File: src/rtl/bus_data_buffer.sv
// Small FIFO data buffer with sticky overflow/underflow flags and a hold register.
// Define BUS_DATA_BUFFER_BYPASS_EN to pass a same-cycle write+read straight through when empty.
module bus_data_buffer #(
  parameter int WIDTH = 8,
  parameter int DEPTH = 4
) (
  input  logic                       i_clk,
  input  logic                       i_reset,
  input  logic                       i_clk_en,
  input  logic                       i_clear,
  input  logic                       i_wr_en,
  input  logic [WIDTH-1:0]           i_data,
  input  logic                       i_rd_en,
  output logic [WIDTH-1:0]           o_data,
  output logic                       o_valid,
  output logic                       o_full,
  output logic [$clog2(DEPTH+1)-1:0] o_count,
  output logic                       o_overflow,
  output logic                       o_underflow
);

  localparam int AW = $clog2(DEPTH);
  localparam int CW = $clog2(DEPTH+1);

  logic [WIDTH-1:0] mem [DEPTH];
  logic [AW-1:0]    wr_ptr;
  logic [AW-1:0]    rd_ptr;
  logic [CW-1:0]    count;
  logic [WIDTH-1:0] hold;
  logic             ovf;
  logic             unf;

  logic empty;
  logic full;
  logic byp;
  logic rd_ok;
  logic wr_ok;
  logic ovf_ev;
  logic unf_ev;

  assign empty = (count == '0);
  assign full  = (count == CW'(DEPTH));

`ifdef BUS_DATA_BUFFER_BYPASS_EN
  assign byp = empty && i_wr_en && i_rd_en;
`else
  assign byp = 1'b0;
`endif

  assign rd_ok  = i_rd_en && !empty;
  assign wr_ok  = i_wr_en && !byp && (!full || rd_ok);
  assign ovf_ev = i_wr_en && full && !rd_ok;
  assign unf_ev = i_rd_en && empty && !byp;

  always_ff @(posedge i_clk) begin
    if (!i_reset && i_clk_en && !i_clear && wr_ok)
      mem[wr_ptr] <= i_data;
  end

  always_ff @(posedge i_clk) begin
    if (i_reset) begin
      wr_ptr <= '0;
      rd_ptr <= '0;
      count  <= '0;
      hold   <= '0;
      ovf    <= 1'b0;
      unf    <= 1'b0;
    end else if (i_clk_en) begin
      if (i_clear) begin
        wr_ptr <= '0;
        rd_ptr <= '0;
        count  <= '0;
        ovf    <= 1'b0;
        unf    <= 1'b0;
      end else begin
        if (wr_ok)
          wr_ptr <= wr_ptr + AW'(1);
        if (rd_ok) begin
          hold   <= mem[rd_ptr];
          rd_ptr <= rd_ptr + AW'(1);
        end
        if (byp)
          hold <= i_data;
        if (wr_ok && !rd_ok)
          count <= count + CW'(1);
        else if (rd_ok && !wr_ok)
          count <= count - CW'(1);
        if (ovf_ev)
          ovf <= 1'b1;
        if (unf_ev)
          unf <= 1'b1;
      end
    end
  end

  // Empty shows the last popped word rather than stale storage
  always_comb begin
    o_data = empty ? hold : mem[rd_ptr];
    if (byp && i_clk_en)
      o_data = i_data;
  end

`ifdef BUS_DATA_BUFFER_BYPASS_EN
  assign o_valid = !empty || (i_clk_en && i_wr_en);
`else
  assign o_valid = !empty;
`endif

  assign o_full      = full;
  assign o_count     = count;
  assign o_overflow  = ovf;
  assign o_underflow = unf;

endmodule
File: config.mk
export PLATFORM = sky130hd
export DESIGN_NAME = bus_data_buffer
export DESIGN_NICKNAME = d
export VERILOG_FILES = /design/src/rtl/bus_data_buffer.sv
export SDC_FILE = /design/constraint.sdc
export NUM_CORES = 1
export LEC_CHECK = 0
export ABC_CLOCK_PERIOD_IN_PS = 2300
export CAP_MARGIN = 5
export CORE_MARGIN = 4
export CORE_UTILIZATION = 54
export CTS_CLUSTER_SIZE = 30
export DETAILED_ROUTE_END_ITERATION = 10
export MAX_ROUTING_LAYER = met4
export PLACE_DENSITY_LB_ADDON = 0.15
export SLEW_MARGIN = 20
export SYNTH_ARGS = -nofsm -noshare
export SYNTH_HDL_FRONTEND = slang
export SYNTH_SLANG_ARGS = --single-unit
export TNS_END_PERCENT = 5
File: constraint.sdc
create_clock -name i_clk -period 2.3 [get_ports i_clk]
set_clock_uncertainty 0.05 [all_clocks]
set_input_delay 0.345 -clock i_clk [delete_from_list [all_inputs] [get_ports i_clk]]
set_output_delay 0.345 -clock i_clk [all_outputs]
set_load 0.1 [all_outputs]
# After elaboration in Yosys (flattened, before gate mapping)
# Memories as Yosys holds them, arrays and structs flattened. A register that Yosys moved wholly into a read port is not among the register bits.
# Index checks and enable logic that the tools add are counted.
# W data, S select, Z words.
# op_classes
muxes,16
bitwise,1
n_addsub,4
reduce_logical,29
n_eq_ne,1
# ops
operator,count
$mux W2,6
$logic_and A1 B1 Y1,10
$reduce_and A2 Y1,5
$mux W3,3
$mux W8,1
$reduce_bool A2 Y1,4
$logic_not A1 Y1,6
$mux W1,6
$add A2 B1 Y2 const B,2
$add A3 B1 Y3 const B,1
$eq A3 B3 Y1 const B,1
$logic_not A3 Y1,1
$reduce_and A3 Y1,1
$reduce_bool A3 Y1,1
$sub A3 B1 Y3 const B,1
$logic_or A1 B1 Y1,1
$not A1 Y1,1
# word_totals
memories,1
ff_bits,17
ram_bits,32
# mem_list
memory,depth,word_bits,rd,rd_clocked_by_memory_dff,write_ports,line_no,source
mem,4,8,1,1,1,25,logic [WIDTH-1:0] mem [DEPTH];

# Depth between registers and ports, before layout
# depth
ltp_word,10
depth_mapped,8
mapped_depth_nobuf,7

# Worst setup path before layout
# No wires, ideal clock.
# synth_timing
path_kind,register to register
startpoint,register count[2] (netlist: o_count[2])
endpoint,register ovf (netlist: o_overflow)
setup_time_ps,89
t_arrival_ps,3882
synth_period_minus_slack_ps,4021
slack_ps,-1721
path_stages_with_launch,6
path_cell_list,dfxtp_1 buf_2 inv_2 nor3_1 a41oi_1 a211oi_1
# synth_lines
item,line_no,source
start: declaration,28,logic [CW-1:0] count;
start signal: assignment,85,count <= count + CW'(1);
start signal: assignment,87,count <= count - CW'(1);
$eq A3 B3 Y1,42,assign full = (count == CW'(DEPTH));
named net o_full,16,"output logic o_full,"
$logic_and A1 B1 Y1 (2 in series),52,assign ovf_ev = i_wr_en && full && !rd_ok;
$reduce_bool A2 Y1 (no line),--,
$reduce_and A2 Y1 (no line),--,
end signal: assignment,66,ovf <= 1'b0;
end signal: assignment,73,ovf <= 1'b0;
end signal: assignment,89,ovf <= 1'b1;
end: declaration,30,logic ovf;
# The timed path passes the listed nets, and every way through them passes these cells.
# A chain may end at the register's enable or synchronous reset.

==> impl_metrics.csv <==
group,metric,value,unit
synth,syn_nets,184,
floorplan,start_util,56.3,%
route,routed_wl,4450,um
min_path,hold_start,"rd_ptr[1]",
clock_network,cts_tree,"done",
floorplan,core-area,0.00403,mm^2
final_layout,final_cell_mix,"32 x edfxtp_1, 16 x buf_4, 15 x dfxtp_1",
timing,period_needed,2.24,ns
placement,place_ws,-0.0159,ns
floorplan,die_w,72.8,um
synth,synth_seq_cells,51,
clock_network,root_buffer,"clkbuf_8",
route,vias_per_cell,5.63,
timing,final-hold-violation-count,0,
clock_network,clk_path_buf_depth,2,
route,wl_per_cell,17.5,um
setup_path,timing.rr.start,"o_count[2]",
clock_network,h-tree-depth,2,
synth,yosys.area.top_type,"edfxtp_1",
final_layout,area_delta_synth_final,28.9,%
final_layout,layout-drive-gt1-share,30.4,%
clock_network,numCtsBuffers,5,
final_layout,final_common_cell,"edfxtp_1",
min_path,hold_class,"reg2reg",
route,first_pass_iters,4,
global_route,grt_pass1_wl,7470,um
clock_network,ctsHoldBuffers,0,
global_route,grt_pass1_vias,1522,
placement,port_buffers,28,
placement,dp_hpwl,3370,um
setup_path,critPathLaunchType,"flip-flop",
clock_network,post_cts_buffers,0,
final_layout,antenna_cells,0,
global_route,grt_use_total,19.3,%
timing,rsz0062_at_grt,"false",
min_path,holdPathStages,2,
synth,syn_area,0.00227,mm^2
route,route.detailed.drc,0,
synth,synth_ff_type,"edfxtp_1",
power_and_ir_drop,irDropWorstVdd,441,uV
timing,report.final.slew_viol_count,0,
setup_path,r2r-end,"o_count[1]",
clock_network,clkTransAtPathRegs,0.09,ns
outcome,status,"finished, final reports clean",
synth,synth.area.top_cells,"edfxtp_1 42%, dfxtp_1 17%, mux4_2 7.9%",
synth,synth_cell_types,40,
clock_network,cts_sinks,51,
setup_path,crit_fanout,8,
power_and_ir_drop,cellPowerDensity,665,mW/mm^2
final_layout,nets,222,
setup_path,reg2reg_depth,6,
timing,fin_ws,0.0648,ns
synth,yosys_warnings,0,
synth,ys_seq_area_share,59.1,%
flow_run,max_cap_viol_count,0,
synth,synth_top_cell_area_share,42.4,%
final_layout,final_core_util,72.6,%
route,num_vias,1431,
synth,syn_inst,165,
timing,setup_violations,0,
synth,synth_enable_flop_cells,32,
floorplan,std_cell_rows,23,
timing,relSlewSlack,74.2,%
final_layout,fillers,291,
global_route,gr-total-overflow,0,
global_route,antenna_found_initial,0,
setup_path,worstSetupEndpointType,"output port",
clock_network,cts-resized-gates,0,
floorplan,dieHeight,72.8,um
setup_path,crit_arrival,1.84,ns
placement,place_congestion,0.885,
clock_network,clk_latency,0.30,ns
timing,min_period_over_period,97.2,%
min_path,min_to,"rd_ptr[1]",
floorplan,io_pins,29,
route,drtIter0Drc,72,
power_and_ir_drop,cellLeakagePower,1.03,nW
synth,syn_area_per_cell,13.7,um^2
route,antenna_left,0,
setup_path,r2r_slack,0.34,ns
synth,async_flop_share,0,%
timing,fmax,447,MHz
setup_path,critical_path_class,"reg2out",
timing,worst_pin_slew,0.387,ns
floorplan,dieArea,0.00530,mm^2
global_route,grt_max_degree,20,
setup_path,required,1.90,ns
## worst max-delay path: stages (launching register included)
cell,delay [ns]
dfxtp_2,0.34
buf_6,0.16
mux4_2,0.56
mux2_4,0.30
buf_12,0.17
## worst max-delay path by stage
stage / to / cells after the start
after floorplan: o_count[1] / 7
final: o_data[0] / 4
after detailed placement: o_count[2] / 7
after global placement: o_count[1] / 6
after CTS: o_data[1] / 4
after global routing: o_data[0] / 4
## layer usage
metal | routed length (um) | up-vias | GRT usage [%]
met1 | 1990 | 705 | 25.5
met4 | 57 | 0 | 5.53
met2 | 2200 | 28 | 30.6
met5 | 0 | - | -
li1 | - | 693 | -
met3 | 203 | 5 | 3.86
## area by class of cell
cell class / count / area, um^2 / share of cell area, %
clock buffer: 6 / 72.6 / 2.48
clock inverter: 2 / 37.5 / 1.28
inverter: 8 / 30.0 / 1.03
multi-input combinational: 94 / 851 / 29.1
sequential: 51 / 1350 / 46.1
tap: 50 / 62.6 / 2.14
timing repair buffer: 43 / 522 / 17.8
## synth_stat cells (4+ instances only)
| cell type | count |
|---|---|
| nor3_1 | 7 |
| a21oi_1 | 4 |
| or3_1 | 4 |
| mux4_2 | 8 |
| and2_1 | 4 |
| ha_1 | 4 |
| buf_2 | 4 |
| mux2i_1 | 9 |
| edfxtp_1 | 32 |
| nor2_1 | 13 |
| mux2_2 | 8 |
| dfxtp_1 | 19 |
| nand2_1 | 4 |
| inv_1 | 7 |
## state kept, by name, summed over array words and instances, names as in the netlist, named ones only
name         flops
mem             32
hold             8
o_count          3
rd_ptr           2
wr_ptr           2
o_overflow       1
o_underflow      1
## power by group
| group | leakage, nW | switching, mW | internal (mW) |
|---|---|---|---|
| sequential | 0.444 | 0.0141 | 0.980 |
| combinational | 0.532 | 0.212 | 0.136 |
| clock | 0.0514 | 0.279 | 0.324 |
## kinds of logic (layout without fill, tap and decap cells)
logic type	after synthesis	in the layout	share of synthesized area, %
flip-flops	51	51	59.1
buffers and inverters	20	59	4.36
multiplexers	25	25	15.9
XOR/XNOR	2	2	0.772
AND/OR/NAND/NOR	40	40	8.99
adder cells (fa/ha/maj)	5	5	3.09
AO/OA/AOI/OAI	22	22	7.78
## per-stage QoR
step                      cells  total power, mW  setup TNS, ns  hold WS [ns]  cell area, um^2
final                       254             1.95              0         0.428             2920
after global routing        254             2.02              0         0.470             2920
after detailed placement    246             1.36        -0.0159         0.420             2800
after global placement      246             1.35              0         0.416             2800
after CTS                   254             1.96              0         0.431             2910
after floorplan             165             1.23        -0.0241         0.391             2290
(Power assumes the default switching activity.)
==> patch: new RTL, same flow settings <==
Reset style: asynchronous (`i_reset`), changed in one clocked block.
--- a/src/rtl/bus_data_buffer.sv
+++ b/src/rtl/bus_data_buffer.sv
@@ -58,5 +58,5 @@
   end
 
-  always_ff @(posedge i_clk) begin
+  always_ff @(posedge i_clk or posedge i_reset) begin
     if (i_reset) begin
       wr_ptr <= '0;
Function: differs if i_reset is asserted again (counterexample within 4 cycles, from zero or initial values and one cycle with i_reset high); with i_reset held inactive, the same outputs for 4 cycles.
==> patch against the original RTL <==
  * First-iteration DRC count grew 32%
  * Via count shrank 4.8%
  * Fmax grew 1.7%
  * Non-clock buffer count grew 1
  * Global-route usage shrank 1.3 points
  * Sequential cell count shrank 2
  * Critical path depth grew 2
  * Setup slack gained 0.037 ns
  * Area after synthesis shrank 1.8%
  * Cell area shrank 1.8%
  * Wire length shrank 8.7%
  * Critical path type is now reg -> reg
  * Critical endpoint is now o_count[2]$_DFFE_PP0P_
Power is not shown: default switching activity piles up to over one toggle a cycle in this logic, so the estimate is an artifact.
==> patch: results (changes against the original RTL) <==
max reg flops 32 (unchanged); first-pass GRT wire length 6.900 mm (was 7.465 mm); Slowest cell on crit path dfrtp_4 (was mux4_2); H-tree depth 2 (unchanged); antenna violations before repair 0 (unchanged); Placed Instance Area 2769 µm² (was 2798 µm²); Hold Buf Count CTS 0 (unchanged); peak fanout along the critical path 4 (was 8); TritonCTS Buffers 5 (unchanged); drt first pass iters 4 (unchanged); main area contributors after synthesis edfxtp_1 (43%), dfrtp_1 (19%), mux4_2 (8.1%) (was edfxtp_1 (42%), dfxtp_1 (17%), mux4_2 (7.9%)); Post-DP HPWL 2.955 mm (was 3.369 mm); Via density 5.448 (was 5.634); yosys warns 0 (unchanged); Max Root-Sink Buffers 2 (unchanged); nets 218 (was 222); Total GRT Usage 18.00% (was 19.32%); GP Congestion 0.9415 (was 0.8850); I/O Buffers 28 (unchanged); Post-synth EDFFs 32 (unchanged); later-pin clock latency in the skew report 0.29 ns; Reg clk slew, reported paths 0.09 ns (about the same); CP max stage delay 0.52 ns (was 0.56 ns); register with the most flip-flops mem (unchanged); CTS Root Cell clkbuf_8 (unchanged); Post-Route WL 4.062 mm (was 4.450 mm); wire per inst 16.25 µm (was 17.52 µm); Synth async-reset ratio 34.69% (was 0%); Synth Area per Inst 14.19 µm² (was 13.75 µm²); initial detailed-routing violation count 95 (was 72); post-synthesis net count 176 (was 184); Crit path max-delay family simple AND/OR/NAND/NOR gates (was multiplexers); Seq/Total Area, Yosys 62.25% (was 59.13%); share of cells above drive strength 1 32.50% (was 30.39%); critical path arrival 2.36 ns (was 1.84 ns); worst rel slew slack 54.66% (was 74.15%); largest net degree at the start of global routing 18 (was 20); diode count 0 (unchanged); Fillers 268 (was 291); post-place setup slack -0.1467 ns (was -0.01588 ns); placed cell count 241 (was 246); synth unique cells 40 (unchanged); top cells by count, synth edfxtp_1 (32), nand2_1 (29), dfrtp_1 (17) (was edfxtp_1 (32), dfxtp_1 (19), nor2_1 (13)); number of global-route vias before repair 1,410 (was 1,522); Main synth FF type edfxtp_1 (unchanged); outcome complete, no violations (unchanged); min-delay worst type in -> async (was reg -> reg)
-- patch: cell types whose count changed after synthesis, sizes merged, moves of 3 or more --
cell,delta
nand2,+25
dfxtp,-19
dfrtp,+17
nor2,-10
mux2i,-9
nor3,-5
buf,-4
or3,-4
nand2b,-3
-- patch: routing by layer --
layer	track usage [%]	share of wire [%]	vias up	wire (µm)
met4	5.637	0.74	0	30
met2	28.92	50	28	2046
met3	4.294	4.6	2	185
li1	-	-	654	-
met5	-	0	-	0
met1	22.72	44	678	1800
-- patch: final timing paths --
kind	startpoint	to	slack [ns]	cells past startpoint
worst max register to register	o_count[0]$_DFFE_PP0P_	o_count[2]$_DFFE_PP0P_	0.10	6
worst max-delay path	o_count[0]$_DFFE_PP0P_	o_count[2]$_DFFE_PP0P_	0.10	6
max in group asynchronous	i_reset	o_count[2]$_DFFE_PP0P_	1.27	2
worst min register to register	hold[6]$_DFFE_PP0P_	hold[6]$_DFFE_PP0P_	0.46	1
min in group i_clk	hold[6]$_DFFE_PP0P_	hold[6]$_DFFE_PP0P_	0.46	1
worst min-delay path	i_reset	wr_ptr[0]$_DFFE_PP0P_	0.43	2
-- patch: logic make-up after synthesis --
logic type / synth area share [%]
DFF: 62.25
and+or+nand+nor: 11.29
AOI/OAI and AO/OA: 6.068
muxes: 12.64
adders and majority gates: 3.146
xor gates and xnor gates: 0.7867
buffers and inverters: 3.820
-- patch: cell type report --
class,count,area [µm²],area share [%]
Clock buffer,5,68.82,2.398
Clock inverter,3,21.27,0.7411
Inverter,8,30.03,1.046
Multi-Input combinational cell,91,763.2,26.59
Sequential cell,49,1395,48.61
Tap cell,50,62.56,2.180
Timing Repair Buffer,44,529.3,18.44
-- patch: what timing repair did --
action	in CTS	in global routing
setup buffers	0	1
endpoints found under the setup margin	0	1
gates resized for setup	0	1
